**config.mk**
```make
export PLATFORM = sky130hd
export DESIGN_NAME = mips_fetch_unit
export DESIGN_NICKNAME = d
export VERILOG_FILES = /design/src/rtl/mips_fetch_unit.sv
export SDC_FILE = /design/constraint.sdc
export NUM_CORES = 1
export LEC_CHECK = 0
export CAP_MARGIN = 5
export CELL_PAD_IN_SITES_DETAIL_PLACEMENT = 1
export CELL_PAD_IN_SITES_GLOBAL_PLACEMENT = 2
export CORE_AREA = 3 3 116 118
export DETAILED_ROUTE_END_ITERATION = 10
export DIE_AREA = 0 0 119 121
export GPL_ROUTABILITY_DRIVEN = 0
export PLACE_DENSITY_LB_ADDON = 0.25
export SLEW_MARGIN = 20
export SYNTH_ARGS = -nofsm -noshare
export SYNTH_HDL_FRONTEND = slang
export SYNTH_SLANG_ARGS = --single-unit
export TNS_END_PERCENT = 30
```
**constraint.sdc**
```tcl
create_clock -name clk -period 2.2 [get_ports clk]
set_clock_uncertainty 0.2 [all_clocks]
set_input_delay 0.55 -clock clk [delete_from_list [all_inputs] [get_ports clk]]
set_output_delay 0.55 -clock clk [all_outputs]
set_load 0.01 [all_outputs]
```
**src/rtl/mips_fetch_unit.sv**
```systemverilog
// -----------------------------------------------------------------------------
// mips_fetch_unit
//   Multi-beat instruction fetch unit. An instruction of INSTR_W bits is
//   assembled from BEATS = INSTR_W/MEM_W memory beats, fetched least
//   significant lane first from consecutive byte addresses starting at pc.
//   Once complete, the instruction is held until the consumer accepts it;
//   pc then advances by BEATS and the delivered-instruction count steps.
//   A redirect restarts fetch from redirect_pc in any state.
//
// Handshakes:
//   memory side:   a beat transfers on a cycle where mem_req && mem_ready.
//   consumer side: an instruction transfers on a cycle where
//                  instr_valid && instr_ready && !redirect.
//   instr_valid never drops without a transfer except on redirect/reset.
//
// Ports:
//   clk, reset            clock, synchronous active-high reset
//   mem_req, mem_addr     beat request and its byte address (pc + beat)
//   mem_ready, memdata    beat accepted / read data
//   instr, op, funct      assembled instruction and its op/funct fields
//   instr_valid           instr holds a complete instruction
//   instr_ready           consumer accepts instr (only used in HOLD)
//   redirect, redirect_pc branch/jump restart request and target
//   pc                    address of the instruction being fetched or held
//   fetch_count           saturating count of delivered instructions
//   dbg_state             current FSM state (0 = FETCH, 1 = HOLD)
// -----------------------------------------------------------------------------
module mips_fetch_unit #(
  parameter int ADDR_W  = 8,
  parameter int MEM_W   = 8,
  parameter int INSTR_W = 32
) (
  input  logic               clk,
  input  logic               reset,
  output logic               mem_req,
  output logic [ADDR_W-1:0]  mem_addr,
  input  logic               mem_ready,
  input  logic [MEM_W-1:0]   memdata,
  output logic [INSTR_W-1:0] instr,
  output logic [5:0]         op,
  output logic [5:0]         funct,
  output logic               instr_valid,
  input  logic               instr_ready,
  input  logic               redirect,
  input  logic [ADDR_W-1:0]  redirect_pc,
  output logic [ADDR_W-1:0]  pc,
  output logic [15:0]        fetch_count,
  output logic               dbg_state
);

  localparam int BEATS  = INSTR_W / MEM_W;
  localparam int BEAT_W = (BEATS > 1) ? $clog2(BEATS) : 1;
  localparam logic [BEAT_W-1:0] LAST_BEAT = BEAT_W'(BEATS - 1);

  typedef enum logic {
    ST_FETCH = 1'b0,
    ST_HOLD  = 1'b1
  } state_t;

  state_t               r_state;
  logic [BEAT_W-1:0]    r_beat;
  logic [ADDR_W-1:0]    r_pc;
  logic [INSTR_W-1:0]   r_instr;
  logic                 r_valid;
  logic [15:0]          r_count;

  state_t               w_state_nxt;
  logic [BEAT_W-1:0]    w_beat_nxt;
  logic [ADDR_W-1:0]    w_pc_nxt;
  logic                 w_valid_nxt;
  logic [15:0]          w_count_nxt;
  logic                 w_lane_we;

  // Next-state and output decode. Redirect outranks everything, including a
  // beat that memory is presenting in the same cycle.
  always_comb begin
    w_state_nxt = r_state;
    w_beat_nxt  = r_beat;
    w_pc_nxt    = r_pc;
    w_valid_nxt = r_valid;
    w_count_nxt = r_count;
    w_lane_we   = 1'b0;
    mem_req     = (r_state == ST_FETCH) && !redirect;

    if (redirect) begin
      w_state_nxt = ST_FETCH;
      w_beat_nxt  = '0;
      w_pc_nxt    = redirect_pc;
      w_valid_nxt = 1'b0;
    end else begin
      case (r_state)
        ST_FETCH: begin
          if (mem_ready) begin
            w_lane_we = 1'b1;
            if (r_beat == LAST_BEAT) begin
              w_beat_nxt  = '0;
              w_state_nxt = ST_HOLD;
              w_valid_nxt = 1'b1;
            end else begin
              w_beat_nxt = r_beat + BEAT_W'(1);
            end
          end
        end
        ST_HOLD: begin
          if (instr_ready) begin
            w_state_nxt = ST_FETCH;
            w_valid_nxt = 1'b0;
            w_pc_nxt    = r_pc + ADDR_W'(BEATS);
            w_count_nxt = (r_count == 16'hFFFF) ? r_count : r_count + 16'd1;
          end
        end
        default: begin
          w_state_nxt = ST_FETCH;
        end
      endcase
    end
  end

  // State register.
  always_ff @(posedge clk) begin
    if (reset) begin
      r_state <= ST_FETCH;
    end else begin
      r_state <= w_state_nxt;
    end
  end

  // Datapath registers.
  always_ff @(posedge clk) begin
    if (reset) begin
      r_beat  <= '0;
      r_pc    <= '0;
      r_instr <= '0;
      r_valid <= 1'b0;
      r_count <= '0;
    end else begin
      r_beat  <= w_beat_nxt;
      r_pc    <= w_pc_nxt;
      r_valid <= w_valid_nxt;
      r_count <= w_count_nxt;
      if (w_lane_we) begin
        r_instr[int'(r_beat) * MEM_W +: MEM_W] <= memdata;
      end
    end
  end

  assign mem_addr    = r_pc + ADDR_W'(r_beat);
  assign instr       = r_instr;
  assign op          = r_instr[INSTR_W-1 -: 6];
  assign funct       = r_instr[5:0];
  assign instr_valid = r_valid;
  assign pc          = r_pc;
  assign fetch_count = r_count;
  assign dbg_state   = r_state;

endmodule

```
**Yosys cells after proc, flatten, opt, wreduce, memory -nomap -nowiden**

Index checks and enable logic that the tools add are counted.

- Word-level logic and storage cells: 46
- Output and inout port bits: 79
- Register bits after elaboration: 60

- Shift operators: 2
- Eq/ne operators: 5
- Add/sub/neg operators: 5
- Bitwise gates (word level): 3
- Mux-type cells: 16
- Reductions and logical operators: 9

Operator list:

| operator | number |
|---|---|
| negator 5 -> 33 bit | 1 |
| variable shift 8 x 33 -> 32 bit, first input constant | 1 |
| variable part select 8 x 33 -> 32 bit | 1 |
| bitwise mux 32 bit | 1 |
| 2-to-1 mux 8 bit | 3 |
| adder 16 x 1 -> 16 bit, second input constant | 1 |
| == test 16 bit, second input constant | 1 |
| 2-to-1 mux 1 bit | 9 |
| adder 8 x 2 -> 8 bit | 1 |
| adder 8 x 3 -> 8 bit, second input constant | 1 |
| != test 2 bit, second input constant | 2 |
| case mux 1 bit (2 select lines) | 2 |
| AND reduction 2 bit | 2 |
| AND reduction 4 bit | 1 |
| nonzero test 2 bit | 2 |
| inverter 1 bit | 3 |
| AND reduction 3 bit | 1 |
| adder 2 x 1 -> 2 bit, second input constant | 1 |
| == test 2 bit, second input constant | 1 |
| 2-to-1 mux 2 bit | 1 |
| != test 2 x 1 -> 1 bit, second input constant | 1 |
| OR reduction 2 bit | 1 |
| logical AND 1 bit | 1 |
| zero test 1 bit | 1 |

**Logic depth before layout (Yosys ltp)**

- Word-level depth: 4
- Mapped depth: 7
- Mapped depth without buffers: 6

**Worst setup path after synthesis**

Ideal clock, no wire load.

- Path type: reg-to-output
- Start point: register r_beat[0]
- End point: output mem_addr[6]
- Cell stages (with the launch flop): 6
- Data required time: 1450 ps
- Data arrival time: 1516 ps
- Path slack: -66 ps
- Cell sequence: dfxtp_1 -> ha_1 -> inv_1 -> fa_1 -> nand4b_1 -> xnor2_1

- Cells in the longest elaborated chain, start to end: 1

RTL lines:

| what | line | text |
|---|---|---|
| start, declared | 61 | `logic [BEAT_W-1:0] r_beat;` |
| start signal, assigned | 137 | `r_beat <= w_beat_nxt;` |
| adder 8 x 2 -> 8 bit | 147 | `assign mem_addr = r_pc + ADDR_W'(r_beat);` |
| end, declared | 36 | `output logic [ADDR_W-1:0] mem_addr,` |

Every way passes these cells.

**Worst setup path in the final report**

- Start point: register r_pc[0] (netlist: pc[0])
- End point: output mem_addr[6]

- Cells in the longest elaborated chain, start to end: 1

RTL lines:

| what | line | text |
|---|---|---|
| start, declared | 62 | `logic [ADDR_W-1:0] r_pc;` |
| start signal, assigned | 138 | `r_pc <= w_pc_nxt;` |
| adder 8 x 2 -> 8 bit | 147 |  |

Every way passes these cells.

==> run_results.csv <==
group,metric,value,unit
run_status,outcome,"finished with violations",
run_status,failed_checks,"negative setup slack",
logic_synthesis,ys_top_cells_by_area,"dfxtp_1, a21oi_1, nand3_1",
clocking,h-tree-depth,3,
layout,area_growth,64.4,%
route,wl,9.87,mm
logic_synthesis,synth_edf_count,0,
timing,timing.setup.tns,-1.30,ns
timing,setup_slack,-0.325,ns
power,p_clk_frac,0.520,
logic_synthesis,synth_top_family_by_area,"simple AND/OR/NAND/NOR gates",
setup_path,cp.arrival,1.78,ns
power,sequentialPowerShare,0.386,
route,wl_per_cell,15.4,µm
layout,final_layout_size_suffix_gt1_frac,0.245,
timing,worstMarginPinSlew,0.376,ns
setup_path,crit_path_max_fanout,3,
logic_synthesis,synth-compound-area-share,0.155,
power,irDropWorstVdd,0.325,mV
logic_synthesis,netlist_instances,330,
timing,finalMaxSlewViolations,0,
logic_synthesis,synth_common_cells,"dfxtp_1, a21oi_1, nand2_1, nor2_1, nand3_1",
setup_path,worstPathRequired,1.45,ns
placed_design,hpwl,7.33,mm
global_route,antenna_found_initial,0,
die,fp-row-count,41,
logic_synthesis,synth_seq_cells,60,
clocking,tritoncts.num_buffers,9,
clocking,cts_hold_buf,0,
global_route,grt_first_pass_wirelength,15.8,mm
logic_synthesis,synth_top_area_frac,0.417,
logic_synthesis,synth-simple-area-share,0.262,
logic_synthesis,syn-num-nets,362,
timing,hold_viol,0,
clocking,clk_latency,0.33,ns
power,p_comb_frac,0.094,
logic_synthesis,synth_most_common_cell,"dfxtp_1",
placed_design,dpl_worst_slack,-0.544,ns
placed_design,placed_cells,619,
power,leakage,1.77,nW
timing,period_share,1.15,
global_route,globalRouteOverflowTotal,0,
clocking,cts_tree,"built",
logic_synthesis,ys.flop_type,"dfxtp_1",
die,design.core.area,0.0126,mm²
clocking,root_buffer,"clkbuf_16",
logic_synthesis,avgSynthCellArea,8.72,µm²
power,swShare,0.231,
logic_synthesis,synth.distinct_cells,48,
timing,finalSetupViolCount,7,
timing,rsz0062_at_grt,"yes",
run,cap_violations,0,
die,start_util,0.229,
route,route.vias.total,2935,
clocking,cts_buffer_depth,2,
timing,slew_headroom,0.749,
setup_path,timing_worst_setup_path_type,"reg2out",
route,drt-initial-drc-count,155,
timing,fin_crit,2.53,ns
setup_path,end_kind,"output pin",
logic_synthesis,synthXorXnorAreaFrac,0.0304,
layout,antenna_cells,0,
die,chipHeight,121,µm
power,power_density,613,mW/mm²
layout,fin_util,0.376,
global_route,grt_max_degree,33,
setup_path,cp-start-kind,"flip-flop",
logic_synthesis,synth_top_cell_by_area,"dfxtp_1",
clocking,clock-sinks,60,
route,vias_per_cell,4.57,
global_route,grt_pass1_vias,3042,
placed_design,portBuffers,99,
clocking,clkTransAtPathRegs,0.05,ns
route,antenna_left,0,
logic_synthesis,synth_warnings,0,
layout,fin_nets,497,
global_route,grtUsageTotal,0.138,
logic_synthesis,synth_fa_ha_area_frac,0.0504,
route,drt_drc_violations_left,0,
logic_synthesis,synthArstFlopShare,0,
route,drt_pre_antenna_iters,4,
timing,clock.fmax,0.396,GHz
logic_synthesis,muxShareOfSynthArea,0.0187,
die,die_w,119,µm
layout,finalNonFillerCells,642,
hold_path,hold_path.class,"reg2reg",
power,intPower,2.23,mW
power,p_sw,670,µW
logic_synthesis,synth-seq-area-share,0.417,
logic_synthesis,syn_area,0.00288,mm²
die,die_area,0.0144,mm²
die,io_pins,100,
[cell usage in the layout, fill, tap and decap left out, types with 9 or more instances in the layout]
| cell | instances |
|---|---|
| nand2_1 | 31 |
| dfxtp_1 | 50 |
| nor2_1 | 29 |
| clkbuf_16 | 9 |
| a21oi_1 | 29 |
| a22oi_1 | 16 |
| buf_4 | 49 |
| nand3_1 | 26 |
| clkdlybuf4s50_1 | 86 |
| dfxtp_2 | 9 |
[registers in the layout (all words and copies together), names as in the netlist]
signal and flops:
pc 8, fetch_count 16, r_beat 2, instr_valid 1, dbg_state 1, instr 32
[worst max-delay path: stages, from the launching register on]
cell and delay [ns]:
dfxtp_2 0.35, ha_4 0.14, inv_2 0.03, fa_2 0.35, nand4b_1 0.25, xnor2_2 0.17, buf_2 0.15
[worst paths after layout]
check | start | endpoint | slack [ns] | cells after the start
hold / removal | instr[7]$_SDFFE_PP0P_ | instr[7]$_SDFFE_PP0P_ | 0.25 | 2
setup / recovery | pc[0]$_SDFFE_PP0P_ | mem_addr[6] | -0.33 | 6
hold reg to reg | instr[7]$_SDFFE_PP0P_ | instr[7]$_SDFFE_PP0P_ | 0.25 | 2
setup reg to reg | r_beat[0]$_SDFFE_PP0N_ | instr[21]$_SDFFE_PP0P_ | 0.04 | 9
[cell families after synthesis]
family / after synthesis
mux: 5
simple gates: 138
buf+inv: 35
flops: 60
xor+xnor: 10
fa+ha+maj: 11
compound gates: 71
[power groups by stage]
| stage | combinational, mW | clock, mW | sequential (mW) |
|---|---|---|---|
| global route | 0.298 | 1.61 | 1.12 |
| global placement | 0.272 | 0 | 1.14 |
| floorplan | 0.0948 | 0 | 1.15 |
| finish | 0.274 | 1.51 | 1.12 |
| CTS | 0.275 | 1.55 | 1.12 |
| detailed placement | 0.275 | 0 | 1.14 |
[cell type report]
class	count	area [µm²]
flip-flops and latches	60	1220
clock buffers	9	225
multi-input cells	235	1590
fillers	1486	7840
inverters	8	30.0
clock inverters	7	91.3
well taps	172	215
repair buffers	151	1360
[stage by stage]
step / cell area, µm² / power, mW / hold slack (ns)
2_1_floorplan: 2890 / 1.25 / 0.276
3_3_place_gp: 4270 / 1.41 / 0.240
3_5_place_dp: 4270 / 1.42 / 0.249
4_1_cts: 4670 / 2.95 / 0.256
5_1_grt: 4730 / 3.03 / 0.284
6_report: 4730 / 2.90 / 0.250
[per-layer routing]
layer / part of all wire / up-vias / global-route usage / wire, µm
met5: 0 / - / 0 / 0
met4: 0.013 / 0 / 0.0478 / 132
met3: 0.039 / 11 / 0.0401 / 385
met2: 0.49 / 49 / 0.231 / 4850
met1: 0.46 / 1421 / 0.170 / 4500
li1: - / 1454 / - / -
[what timing repair did]
| item | CTS | global route |
|---|---|---|
| pin swaps | 8 | 6 |
| gates resized for setup | 54 | 16 |
| endpoints found under the setup margin | 26 | 36 |
| endpoints found under the hold margin | 0 | 0 |
| setup buffers | 5 | 2 |
Power figures use the tool's default switching activity.
